==> src/rtl/neo_vram_pkg.sv <==
// Shared state encoding, CPU register indices and address-step helper
// for the VRAM CPU write port.
package neo_vram_pkg;

  typedef enum logic [1:0] {
    IDLE = 2'd0,
    REQ  = 2'd1,
    ACK  = 2'd2,
    INC  = 2'd3
  } vram_state_t;

  localparam logic [1:0] REG_ADDR   = 2'd0;
  localparam logic [1:0] REG_DATA   = 2'd1;
  localparam logic [1:0] REG_MOD    = 2'd2;
  localparam logic [7:0] WDOG_LIMIT = 8'd255;

  // Bit 15 picks the VRAM bank and is never touched by the auto-increment.
  function automatic logic [15:0] step_addr(input logic [15:0] addr, input logic [14:0] modv);
    step_addr = {addr[15], addr[14:0] + modv};
  endfunction

endpackage

==> src/rtl/vram_ack_edge.sv <==
// Registers the selected active-low VRAM write acknowledge and produces
// single-cycle fall (write started) and rise (write finished) pulses.
module vram_ack_edge (
  input  logic i_clk,
  input  logic i_rst_n,
  input  logic i_ack_n,
  output logic o_fall,
  output logic o_rise
);

  logic r_ack_n;

  always_ff @(posedge i_clk or negedge i_rst_n) begin
    if (!i_rst_n) r_ack_n <= 1'b1;
    else          r_ack_n <= i_ack_n;
  end

  assign o_fall = r_ack_n & ~i_ack_n;
  assign o_rise = ~r_ack_n & i_ack_n;

endmodule

==> src/rtl/vram_cpu_port.sv <==
// CPU-side VRAM write port: address/data/modulo registers, a one-deep data
// buffer, request/acknowledge handshake FSM and a stuck-ack watchdog.
module vram_cpu_port
  import neo_vram_pkg::*;
(
  input  logic        CLK_24M,
  input  logic        nRESET,
  input  logic        CPU_WR,
  input  logic [1:0]  CPU_REG,
  input  logic [15:0] CPU_DIN,
  output logic [15:0] CPU_DOUT,
  input  logic        nCPU_WR_HIGH,
  input  logic        nCPU_WR_LOW,
  input  logic [15:0] VRAM_HIGH_READ,
  input  logic [15:0] VRAM_LOW_READ,
  output logic [15:0] VRAM_ADDR,
  output logic        REG_VRAMADDR_MSB,
  output logic [15:0] VRAM_WRITE,
  output logic        nVRAM_WRITE_REQ,
  output logic        BUSY,
  output logic        TIMEOUT_ERR
);

  vram_state_t r_state, w_state_next;
  logic [15:0] r_addr, r_mod, r_wdata, r_buf, r_pend, w_addr_next;
  logic        r_buf_vld, r_pend_vld, r_sel_high, r_nreq, r_err;
  logic [7:0]  r_wdog;
  logic        w_wr_addr, w_wr_data, w_wr_mod, w_ack_n, w_ack_fall, w_ack_rise;
  logic        w_in_wait, w_timeout, w_busy, w_start_req, w_release_req;

  assign w_wr_addr = CPU_WR && (CPU_REG == REG_ADDR);
  assign w_wr_data = CPU_WR && (CPU_REG == REG_DATA);
  assign w_wr_mod  = CPU_WR && (CPU_REG == REG_MOD);

  // Bank selection is frozen when the request starts so a mid-write address
  // change cannot redirect which acknowledge we listen to.
  assign w_ack_n = r_sel_high ? nCPU_WR_HIGH : nCPU_WR_LOW;

  vram_ack_edge u_ack_edge (
    .i_clk   (CLK_24M),
    .i_rst_n (nRESET),
    .i_ack_n (w_ack_n),
    .o_fall  (w_ack_fall),
    .o_rise  (w_ack_rise)
  );

  assign w_in_wait = (r_state == REQ) || (r_state == ACK);
  assign w_timeout = w_in_wait && (r_wdog == WDOG_LIMIT);

  always_ff @(posedge CLK_24M or negedge nRESET) begin
    if (!nRESET) r_state <= IDLE;
    else         r_state <= w_state_next;
  end

  always_comb begin
    w_state_next = r_state;
    unique case (r_state)
      IDLE: if (w_wr_data) w_state_next = REQ;
      REQ: begin
        if (w_timeout)       w_state_next = IDLE;
        else if (w_ack_fall) w_state_next = ACK;
      end
      ACK: begin
        if (w_timeout)       w_state_next = IDLE;
        else if (w_ack_rise) w_state_next = INC;
      end
      INC: w_state_next = (r_buf_vld || w_wr_data) ? REQ : IDLE;
    endcase
  end

  always_comb begin
    w_busy        = (r_state != IDLE);
    w_start_req   = (w_state_next == REQ) && (r_state != REQ);
    w_release_req = (r_state == REQ) && (w_state_next != REQ);
  end

  // A pending address (or one written during INC itself) overrides the step.
  always_comb begin
    w_addr_next = r_addr;
    if (r_state == INC) begin
      if (w_wr_addr)       w_addr_next = CPU_DIN;
      else if (r_pend_vld) w_addr_next = r_pend;
      else                 w_addr_next = step_addr(r_addr, r_mod[14:0]);
    end else if (w_wr_addr && (r_state == IDLE)) begin
      w_addr_next = CPU_DIN;
    end
  end

  always_ff @(posedge CLK_24M or negedge nRESET) begin
    if (!nRESET) begin
      r_addr     <= '0;
      r_mod      <= '0;
      r_wdata    <= '0;
      r_buf      <= '0;
      r_buf_vld  <= 1'b0;
      r_pend     <= '0;
      r_pend_vld <= 1'b0;
      r_sel_high <= 1'b0;
      r_nreq     <= 1'b1;
      r_err      <= 1'b0;
      r_wdog     <= '0;
    end else begin
      r_addr <= w_addr_next;

      if (w_wr_mod)  r_mod <= CPU_DIN;
      if (w_timeout) r_err <= 1'b1;
      else if (w_wr_mod) r_err <= 1'b0;

      if ((r_state == INC) || w_timeout) begin
        r_pend_vld <= 1'b0;
      end else if (w_wr_addr && w_busy) begin
        r_pend     <= CPU_DIN;
        r_pend_vld <= 1'b1;
      end

      // INC hands the buffer straight to the next request, so it drains here.
      if ((r_state == INC) || w_timeout) begin
        r_buf_vld <= 1'b0;
      end else if (w_wr_data && w_busy) begin
        r_buf     <= CPU_DIN;
        r_buf_vld <= 1'b1;
      end

      if (w_start_req) begin
        r_wdata    <= ((r_state == INC) && !w_wr_data) ? r_buf : CPU_DIN;
        r_sel_high <= w_addr_next[15];
        r_nreq     <= 1'b0;
      end else if (w_release_req) begin
        r_nreq <= 1'b1;
      end

      if (w_in_wait && !w_timeout) r_wdog <= r_wdog + 8'd1;
      else                         r_wdog <= '0;
    end
  end

  always_comb begin
    unique case (CPU_REG)
      REG_ADDR: CPU_DOUT = r_addr;
      REG_DATA: CPU_DOUT = r_addr[15] ? VRAM_HIGH_READ : VRAM_LOW_READ;
      REG_MOD:  CPU_DOUT = r_mod;
      default:  CPU_DOUT = 16'hFFFF;
    endcase
  end

  assign VRAM_ADDR        = r_addr;
  assign REG_VRAMADDR_MSB = r_addr[15];
  assign VRAM_WRITE       = r_wdata;
  assign nVRAM_WRITE_REQ  = r_nreq;
  assign BUSY             = w_busy;
  assign TIMEOUT_ERR      = r_err;

endmodule
==> config.mk <==
export PLATFORM = sky130hd
export DESIGN_NAME = vram_cpu_port
export DESIGN_NICKNAME = d
export VERILOG_FILES = /design/src/rtl/neo_vram_pkg.sv /design/src/rtl/vram_ack_edge.sv /design/src/rtl/vram_cpu_port.sv
export SDC_FILE = /design/constraint.sdc
export NUM_CORES = 1
export LEC_CHECK = 0
export BUFFER_PORTS_ARGS = -buffer_cell sky130_fd_sc_hd__buf_2
export CAP_MARGIN = 20
export CELL_PAD_IN_SITES_DETAIL_PLACEMENT = 0
export CELL_PAD_IN_SITES_GLOBAL_PLACEMENT = 1
export CORE_MARGIN = 4
export CORE_UTILIZATION = 34
export CTS_BUF_LIST = sky130_fd_sc_hd__clkbuf_8 sky130_fd_sc_hd__clkbuf_16
export DETAILED_ROUTE_END_ITERATION = 7
export PLACE_DENSITY = 0.73
export SYNTH_ARGS = -nofsm -noshare
export SYNTH_HDL_FRONTEND = slang
export SYNTH_SLANG_ARGS = --single-unit
==> constraint.sdc <==
create_clock -name CLK_24M -period 6.6 [get_ports CLK_24M]
set_clock_uncertainty 0.15 [all_clocks]
set_input_delay 0.99 -clock CLK_24M [delete_from_list [all_inputs] [get_ports CLK_24M]]
set_output_delay 0.99 -clock CLK_24M [all_outputs]
set_load 0.1 [all_outputs]
; Yosys cells after proc, flatten, opt, wreduce, memory -nomap -nowiden
; Index checks and enable logic that the tools add are counted.
[word_totals]
ff_bits = 96
out_inout_bits = 52
wordCells = 80
[op_classes]
addsub = 2
n_eq_ne = 9
muxes = 24
n_bitwise = 5
n_reduce_logical = 26
[op_table]
columns = operator, n
row1 = $mux 16, 6
row2 = $pmux 16 s3, 1
row3 = $add 15x15->15, 1
row4 = $reduce_bool 2->1, 6
row5 = $logic_and 1x1->1, 11
row6 = $mux 1, 10
row7 = $mux 2, 5
row8 = $add 8x1->8 const B, 1
row9 = $eq 8x8->1 const B, 1
row10 = $mux 8, 1
row11 = $pmux 2 s4, 1
row12 = $eq 2x1->1 const B, 3
row13 = $eq 2x2->1 const B, 3
row14 = $logic_not 2->1, 2
row15 = $ne 2x1->1 const B, 2
row16 = $reduce_and 2->1, 2
row17 = $logic_or 1x1->1, 3
row18 = $not 1->1, 3
row19 = $and 1x1->1, 2
row20 = $logic_not 1->1, 2

; Logic depth before layout (Yosys ltp)
; Gate-level depths: netlist of run 1.
[depth]
word_depth = 10
mapped_depth = 13
depth_no_buf = 10

; By module
; Synthesis of run 1 repeated with hierarchy kept, for this count alone.
[hier_totals]
cells_unflattened = 544
hier_area_um2 = 5560.3
[by_module_without_submodules]
columns = module, n_inst, cells_each, area_per_inst_um2
row1 = vram_cpu_port, 1, 541, 5519.0
row2 = vram_ack_edge, 1, 3, 41.3

; Worst setup path after synthesis of run 1
; Ideal clock, no wire load.
[synth_path]
path_kind = reg-to-output
from = reg r_addr[15], in the netlist VRAM_ADDR[15]
to = out CPU_DOUT[0]
arrival_time_ns = 3.520
slack_ns = 1.940
stages_incl_launch_ff = 7
path_buffers = 2
cell_sequence = dfrtp_1 buf_2 buf_1 mux2i_1 nand2_1 o21ai_0 a21oi_1
[synth_via]
elab_chain_cells = 2
[synth_lines]
columns = item, line
row1 = "start, declared", vram_cpu_port.sv:25  ; logic [15:0] r_addr, r_mod, r_wdata, r_buf, r_pend, w_addr_next;
row2 = "start signal, assigned", vram_cpu_port.sv:103  ; r_addr <= w_addr_next;
row3 = $mux 16, vram_cpu_port.sv:140  ; REG_DATA: CPU_DOUT = r_addr[15] ? VRAM_HIGH_READ : VRAM_LOW_READ;
row4 = $pmux 16 s3, vram_cpu_port.sv:138  ; unique case (CPU_REG)
row5 = "end, declared", vram_cpu_port.sv:11  ; output logic [15:0] CPU_DOUT,
; No other way between the ends.

; Worst setup path in the final report of run 1
[layout_path]
from = in CPU_REG[0]
to = out CPU_DOUT[14]
[layout_via]
elab_chain_cells = 2
word_cells_on_any_way = 4
cone_classes = eq/ne: 2 / mux: 1 / reduce/logical: 1
[layout_lines]
columns = item, line
row1 = "start, declared", vram_cpu_port.sv:9  ; input logic [1:0] CPU_REG,
row2 = $eq 2x2->1 (tied with other cells), vram_cpu_port.sv:138
row3 = $pmux 16 s3 *, vram_cpu_port.sv:138
; Every way passes the cells marked *; elsewhere a longest branch is shown, timed or not.

==> results of run 1 <==
==> state kept, by name, summed over array words and instances, names as in the netlist, 2 cells and up <==
signal,cells
VRAM_ADDR,16
VRAM_WRITE,16
r_buf,16
r_mod,16
r_pend,16
r_state,2
r_wdog,8
==> per-stage QoR <==
step	area [µm²]	worst slack (ns)	hold WS (ns)
after floorplan	5540	1.94	0.291
after global placement	6220	2.67	0.314
after detailed placement	6220	2.57	0.315
after CTS	6490	2.81	0.329
after global routing	6500	2.66	0.346
final	6500	2.84	0.324
==> layer usage <==
layer,track usage [%],vias to the layer above
met5,0,-
li1,-,2123
met2,24.8,136
met4,4.09,0
met1,22.3,2107
met3,4.05,8
==> kinds of logic (layout without fill, tap and decap cells) <==
| group | after synthesis | count (layout) | share of synthesized area, % |
|---|---|---|---|
| buffers and inverters | 37 | 133 | 3.27 |
| and+or+nand+nor | 126 | 126 | 10.9 |
| xor gates and xnor gates | 15 | 15 | 2.37 |
| muxes | 85 | 85 | 17.7 |
| DFF | 96 | 96 | 43.4 |
| AOI/OAI and AO/OA | 154 | 154 | 17.3 |
| adders and majority gates | 22 | 22 | 5.10 |
==> critical path, cell delays in order <==
cell	delay, ns
buf_2	0.43
nand2b_1	0.50
nor2_1	0.08
a21oi_1	0.15
buf_2	0.45
==> worst min path at each step <==
stage / from / end / slack [ns] / depth (start not counted)
after floorplan: r_buf_vld / r_buf_vld / 0.29 / 1
after global placement: TIMEOUT_ERR / TIMEOUT_ERR / 0.31 / 1
after detailed placement: TIMEOUT_ERR / TIMEOUT_ERR / 0.31 / 1
after CTS: TIMEOUT_ERR / TIMEOUT_ERR / 0.33 / 1
after global routing: TIMEOUT_ERR / TIMEOUT_ERR / 0.35 / 1
final: TIMEOUT_ERR / TIMEOUT_ERR / 0.32 / 1
==> Yosys cell counts (all sizes together), types with 6 or more instances <==
master,n,area [µm²]
clkbuf,16,61.3
o22ai,15,93.8
mux2,49,619
nand2b,6,37.5
a211oi,9,72.6
ha,21,263
nor2,57,216
nand2,37,141
o21ai,33,165
inv,6,22.5
a21oi,57,285
buf,14,93.8
nand3,6,35.0
mux2i,36,360
xnor2,7,61.3
dfrtp,94,2350
xor2,8,70.1
a21o,11,82.6
==> cell type report <==
cell class,instances,area [µm²]
fill,1552,9440
multi-input combinational,402,2960
sequential,96,2400
timing repair buffer,111,578
tap,216,270
clock buffer,11,253
inverter,7,26.3
clock inverter,4,15.0
==> impl_results.html, run 1 <==
<table>
<tr><th>Metric</th><th>Value</th></tr>
<tr><th colspan="2">Run status</th></tr>
<tr><td>Outcome</td><td>completed</td></tr>
<tr><th colspan="2">Die</th></tr>
<tr><td>Initial Util</td><td>34.8%</td></tr>
<tr><td>CORE AREA</td><td>15,900 µm²</td></tr>
<tr><td>Vert. Die Dim</td><td>136 µm</td></tr>
<tr><td>Overall die width</td><td>136 µm</td></tr>
<tr><td>Die area</td><td>18,400 µm²</td></tr>
<tr><td>Number of rows created at floorplan</td><td>46</td></tr>
<tr><td>I/O pin cnt</td><td>107</td></tr>
<tr><th colspan="2">Worst setup path</th></tr>
<tr><td>Critical path destination</td><td>CPU_DOUT[14]</td></tr>
<tr><td>Critical path peak fanout</td><td>37</td></tr>
<tr><td>Capture instance of the worst register-to-register path</td><td>r_sel_high</td></tr>
<tr><td>Worst setup path start</td><td>CPU_REG[0]</td></tr>
<tr><td>Class of the most critical setup path</td><td>input port to output port</td></tr>
<tr><td>Worst R2R Path Depth</td><td>7</td></tr>
<tr><td>Startpoint of the most critical register-to-register path</td><td>r_state[1]</td></tr>
<tr><td>Launching element type of the critical path</td><td>input port</td></tr>
<tr><td>Worst path arrival time</td><td>2.62 ns</td></tr>
<tr><td>Crit path required time</td><td>5.46 ns</td></tr>
<tr><td>Type of element capturing the critical path</td><td>output port</td></tr>
<tr><td>Setup slack of the most critical reg-to-reg path</td><td>3.50 ns</td></tr>
<tr><th colspan="2">Drt</th></tr>
<tr><td>Vias per inst</td><td>5.16</td></tr>
<tr><td>Met3 wire length</td><td>1090 µm</td></tr>
<tr><td>Drt total wl</td><td>14,500 µm</td></tr>
<tr><td>Detailed-route wire length on metal 1</td><td>6850 µm</td></tr>
<tr><td>Number of vias after detailed routing</td><td>4,374</td></tr>
<tr><td>Met2 wire len</td><td>6380 µm</td></tr>
<tr><td>Uppermost signal routing layer after detailed routing</td><td>met4</td></tr>
<tr><td>Number of nets still failing antenna checks after routing</td><td>0</td></tr>
<tr><td>WL/cell</td><td>17.1 µm</td></tr>
<tr><td>DRC violation count after routing</td><td>0</td></tr>
<tr><td>Initial DRC count</td><td>303</td></tr>
<tr><td>Pre-antenna DRT Iters</td><td>5</td></tr>
<tr><th colspan="2">Timing</th></tr>
<tr><td>Clock period minus final worst setup slack</td><td>3.76 ns</td></tr>
<tr><td>Setup repair after global routing missed its margin</td><td>false</td></tr>
<tr><td>Period utilization</td><td>56.9%</td></tr>
<tr><td>Final-report setup violation count</td><td>0</td></tr>
<tr><td>Setup TNS</td><td>0 ns</td></tr>
<tr><td>Relative slew slack</td><td>29.9%</td></tr>
<tr><td>Worst-Margin Slew</td><td>1.05 ns</td></tr>
<tr><td>Number of hold violations in the final report</td><td>0</td></tr>
<tr><td>Peak Freq</td><td>266 MHz</td></tr>
<tr><td>Pins Over Slew Limit</td><td>0</td></tr>
<tr><th colspan="2">Clocking</th></tr>
<tr><td>Count of buffers added by post-CTS timing repair for setup</td><td>0</td></tr>
<tr><td>CTS tree</td><td>built</td></tr>
<tr><td>Post-cts resize count</td><td>0</td></tr>
<tr><td>Clock sink count</td><td>96</td></tr>
<tr><td>Max Root-Sink Buffers</td><td>2</td></tr>
<tr><td>Clock latency on the worst-skew pair</td><td>0.33 ns</td></tr>
<tr><td>CTS root buffer</td><td>clkbuf_16</td></tr>
<tr><td>CTS Hold Buffers Added</td><td>0</td></tr>
<tr><td>Htree depth</td><td>3</td></tr>
<tr><td>Clock-pin transition on the worst setup and hold timing paths</td><td>0.06 ns</td></tr>
<tr><td>Number of buffers inserted during clock tree synthesis</td><td>9</td></tr>
<tr><th colspan="2">Logic synthesis</th></tr>
<tr><td>Per-instance average area after synthesis</td><td>10.4 µm²</td></tr>
<tr><td>Seq/Total Area, Yosys</td><td>43.4%</td></tr>
<tr><td>Post-synthesis instance total</td><td>535</td></tr>
<tr><td>Fraction of synthesis flops using an asynchronous set or reset pin</td><td>100%</td></tr>
<tr><td>Net Count, Synth</td><td>612</td></tr>
<tr><td>EDFF count, synth</td><td>0</td></tr>
<tr><td>Yosys Warn Count</td><td>0</td></tr>
<tr><td>Main flop type after synthesis</td><td>dfrtp_1</td></tr>
<tr><td>Library cells used by synthesis</td><td>59</td></tr>
<tr><td>Post-synth design cell area</td><td>5540 µm²</td></tr>
<tr><td>Flop and latch count out of synthesis</td><td>96</td></tr>
<tr><th colspan="2">Placement</th></tr>
<tr><td>Total placed cells including tap cells</td><td>831</td></tr>
<tr><td>Count of buffers inserted at the top-level ports</td><td>106</td></tr>
<tr><td>HPWL reported at the end of detailed placement</td><td>10,800 µm</td></tr>
<tr><td>RePlAce Congestion</td><td>0.825</td></tr>
<tr><th colspan="2">GRT</th></tr>
<tr><td>Maximum number of pins on one net before global-route repair</td><td>63</td></tr>
<tr><td>Number of global-route vias before repair</td><td>4,449</td></tr>
<tr><td>Initial antenna violation count</td><td>0</td></tr>
<tr><td>Global-route wire length before repair</td><td>23,500 µm</td></tr>
<tr><td>GRT Resource Usage Total</td><td>16.0%</td></tr>
<tr><td>Remaining global-route overflow</td><td>0</td></tr>
<tr><th colspan="2">Cells and area</th></tr>
<tr><td>Diodes inserted</td><td>0</td></tr>
<tr><td>Utilization after layout</td><td>40.8%</td></tr>
<tr><td>Number of nets in the finished design</td><td>704</td></tr>
<tr><td>Top library cells by usage in the layout, fill and taps aside</td><td>buf_2, dfrtp_1, a21oi_1</td></tr>
<tr><td>Area added between synthesis and finish</td><td>17.3%</td></tr>
<tr><td>Post-route non-filler standard cell count</td><td>847</td></tr>
<tr><td>Fraction of layout instances using a drive strength above 1</td><td>28.8%</td></tr>
<tr><td>Most frequent standard cell in the layout excluding fill and tap cells</td><td>buf_2</td></tr>
<tr><th colspan="2">Worst hold path</th></tr>
<tr><td>Path type of the worst min-delay path</td><td>flop to flop</td></tr>
<tr><th colspan="2">Run</th></tr>
<tr><td>Count of maximum capacitance violations</td><td>0</td></tr>
</table>
Power of run 1 is left out: the tool's default activity adds up to more than one toggle a clock period on the data nets, which glitch-free logic cannot reach.
==> run 2: changes to the inputs <==
==> constraint.sdc (replaced) <==
create_clock -name CLK_24M -period 3.6 [get_ports CLK_24M]
set_clock_uncertainty 0.15 [all_clocks]
set_input_delay 0.54 -clock CLK_24M [delete_from_list [all_inputs] [get_ports CLK_24M]]
set_output_delay 0.54 -clock CLK_24M [all_outputs]
set_load 0.1 [all_outputs]
==> impl_results.html, run 2 (synthesis gave the netlist of run 1 again) <==
<table>
<tr><th>Metric</th><th>Value</th></tr>
<tr><th colspan="2">Placement</th></tr>
<tr><td>Count of buffers inserted at the top-level ports</td><td>106</td></tr>
<tr><td>HPWL reported at the end of detailed placement</td><td>11,000 µm</td></tr>
<tr><td>RePlAce Congestion</td><td>0.894</td></tr>
<tr><th colspan="2">Clocking</th></tr>
<tr><td>CTS Hold Buffers Added</td><td>0</td></tr>
<tr><td>CTS tree</td><td>built</td></tr>
<tr><td>Number of buffers inserted during clock tree synthesis</td><td>9</td></tr>
<tr><td>Clock-pin transition on the worst setup and hold timing paths</td><td>0.07 ns</td></tr>
<tr><td>Max Root-Sink Buffers</td><td>2</td></tr>
<tr><td>CTS root buffer</td><td>clkbuf_16</td></tr>
<tr><td>Htree depth</td><td>3</td></tr>
<tr><td>Clock latency on the worst-skew pair</td><td>0.34 ns</td></tr>
<tr><td>Count of buffers added by post-CTS timing repair for setup</td><td>0</td></tr>
<tr><td>Post-cts resize count</td><td>0</td></tr>
<tr><td>Clock sink count</td><td>96</td></tr>
<tr><th colspan="2">Timing</th></tr>
<tr><td>Clock period minus final worst setup slack</td><td>3.05 ns</td></tr>
<tr><td>Worst-Margin Slew</td><td>0.934 ns</td></tr>
<tr><td>Number of hold violations in the final report</td><td>0</td></tr>
<tr><td>Setup repair after global routing missed its margin</td><td>false</td></tr>
<tr><td>Final hold slack</td><td>0.0698 ns</td></tr>
<tr><td>Relative slew slack</td><td>37.5%</td></tr>
<tr><td>Peak Freq</td><td>328 MHz</td></tr>
<tr><td>Period utilization</td><td>84.7%</td></tr>
<tr><td>Final-report setup violation count</td><td>0</td></tr>
<tr><td>Pins Over Slew Limit</td><td>0</td></tr>
<tr><th colspan="2">Drt</th></tr>
<tr><td>Initial DRC count</td><td>263</td></tr>
<tr><td>WL/cell</td><td>17.0 µm</td></tr>
<tr><td>Vias per inst</td><td>5.10</td></tr>
<tr><td>Number of nets still failing antenna checks after routing</td><td>0</td></tr>
<tr><td>Pre-antenna DRT Iters</td><td>4</td></tr>
<tr><td>Drt total wl</td><td>14,500 µm</td></tr>
<tr><td>Number of vias after detailed routing</td><td>4,353</td></tr>
<tr><td>DRC violation count after routing</td><td>0</td></tr>
<tr><th colspan="2">Worst setup path</th></tr>
<tr><td>Launching element type of the critical path</td><td>flop</td></tr>
<tr><td>Total number of cells along the worst setup path</td><td>8</td></tr>
<tr><td>Critical path peak fanout</td><td>4</td></tr>
<tr><td>Worst R2R Path Depth</td><td>8</td></tr>
<tr><td>Critical path buffer and inverter count</td><td>0</td></tr>
<tr><td>Crit-path leading delay family</td><td>compound AO/OA/AOI/OAI gates</td></tr>
<tr><td>Cell-by-cell listing of the critical path</td><td>ha_1 -&gt; fa_1 -&gt; a211oi_2 -&gt; o21ai_0 -&gt; a221oi_2 -&gt; a21oi_1 -&gt; xor2_1 -&gt; a221o_1</td></tr>
<tr><td>Worst path arrival time</td><td>3.13 ns</td></tr>
<tr><td>Class of the most critical setup path</td><td>flop to flop</td></tr>
<tr><td>Crit-path max cell delay</td><td>0.45 ns</td></tr>
<tr><td>Type of element capturing the critical path</td><td>flop</td></tr>
<tr><td>Slowest cell on crit path</td><td>fa_1</td></tr>
<tr><td>Crit path required time</td><td>3.68 ns</td></tr>
<tr><th colspan="2">Cells and area</th></tr>
<tr><td>Area added between synthesis and finish</td><td>20.0%</td></tr>
<tr><td>Top library cells by usage in the layout, fill and taps aside</td><td>buf_2, dfrtp_1, nor2_1</td></tr>
<tr><td>Area of the multi-input gates</td><td>3060 µm²</td></tr>
<tr><td>Diodes inserted</td><td>0</td></tr>
<tr><td>Number of nets in the finished design</td><td>709</td></tr>
<tr><td>Fraction of layout instances using a drive strength above 1</td><td>32.7%</td></tr>
<tr><td>Most frequent standard cell in the layout excluding fill and tap cells</td><td>buf_2</td></tr>
<tr><td>Area of all sequential standard cells</td><td>2400 µm²</td></tr>
<tr><td>Utilization after layout</td><td>41.7%</td></tr>
<tr><td>Layout fillers</td><td>1,558</td></tr>
<tr><th colspan="2">Run status</th></tr>
<tr><td>Outcome</td><td>completed</td></tr>
<tr><th colspan="2">Die</th></tr>
<tr><td>Number of rows created at floorplan</td><td>46</td></tr>
<tr><td>Vert. Die Dim</td><td>136 µm</td></tr>
<tr><td>Die area</td><td>18,400 µm²</td></tr>
<tr><td>I/O pin cnt</td><td>107</td></tr>
<tr><td>Initial Util</td><td>34.8%</td></tr>
<tr><td>CORE AREA</td><td>15,900 µm²</td></tr>
<tr><td>Overall die width</td><td>136 µm</td></tr>
<tr><th colspan="2">GRT</th></tr>
<tr><td>GRT Resource Usage Total</td><td>16.0%</td></tr>
<tr><td>Global-route wire length before repair</td><td>23,700 µm</td></tr>
<tr><td>Initial antenna violation count</td><td>0</td></tr>
<tr><td>Number of global-route vias before repair</td><td>4,408</td></tr>
<tr><td>Remaining global-route overflow</td><td>0</td></tr>
<tr><td>Maximum number of pins on one net before global-route repair</td><td>48</td></tr>
<tr><th colspan="2">Worst hold path</th></tr>
<tr><td>Path type of the worst min-delay path</td><td>input port to async pin</td></tr>
<tr><th colspan="2">Run</th></tr>
<tr><td>Count of maximum capacitance violations</td><td>0</td></tr>
</table>
-- run 2: worst paths after layout --
| path | start | endpoint | slack, ns |
|---|---|---|---|
| hold reg to reg | TIMEOUT_ERR | TIMEOUT_ERR | 0.33 |
| setup reg to reg | VRAM_ADDR[0] | VRAM_ADDR[12] | 0.55 |
| setup / recovery | VRAM_ADDR[0] | VRAM_ADDR[12] | 0.55 |
| min in group CLK_24M | TIMEOUT_ERR | TIMEOUT_ERR | 0.33 |
| hold / removal | nRESET | r_mod[5] | 0.07 |
| max in group asynchronous | nRESET | u_ack_edge.r_ack_n | 2.33 |
-- run 2: final cells by class --
cell class / count / area share [%]
sequential: 96 / 36.1
tap: 216 / 4.06
clock inverter: 6 / 0.658
clock buffer: 10 / 3.59
multi-input combinational: 402 / 46.0
timing repair buffer: 116 / 9.14
inverter: 7 / 0.395
-- run 2: metal layers --
layer	share of wire [%]	vias up	GRT usage, %
met5	0	-	0
li1	-	2141	-
met1	51	2068	24.3
met2	42	132	23.8
met3	6.1	12	2.04
met4	1.3	0	4.70
-- run 2: per-stage QoR --
step / worst slack [ns] / cells / TNS (ns) / cell area (µm²)
final: 0.551 / 853 / 0 / 6650
after global routing: 0.462 / 853 / 0 / 6650
after CTS: 0.551 / 853 / 0 / 6650
after detailed placement: 0.569 / 837 / 0 / 6370
after global placement: 0.633 / 837 / 0 / 6370
after floorplan: -0.0150 / 535 / -0.0150 / 5650
Power of run 2 is left out for the same reason.
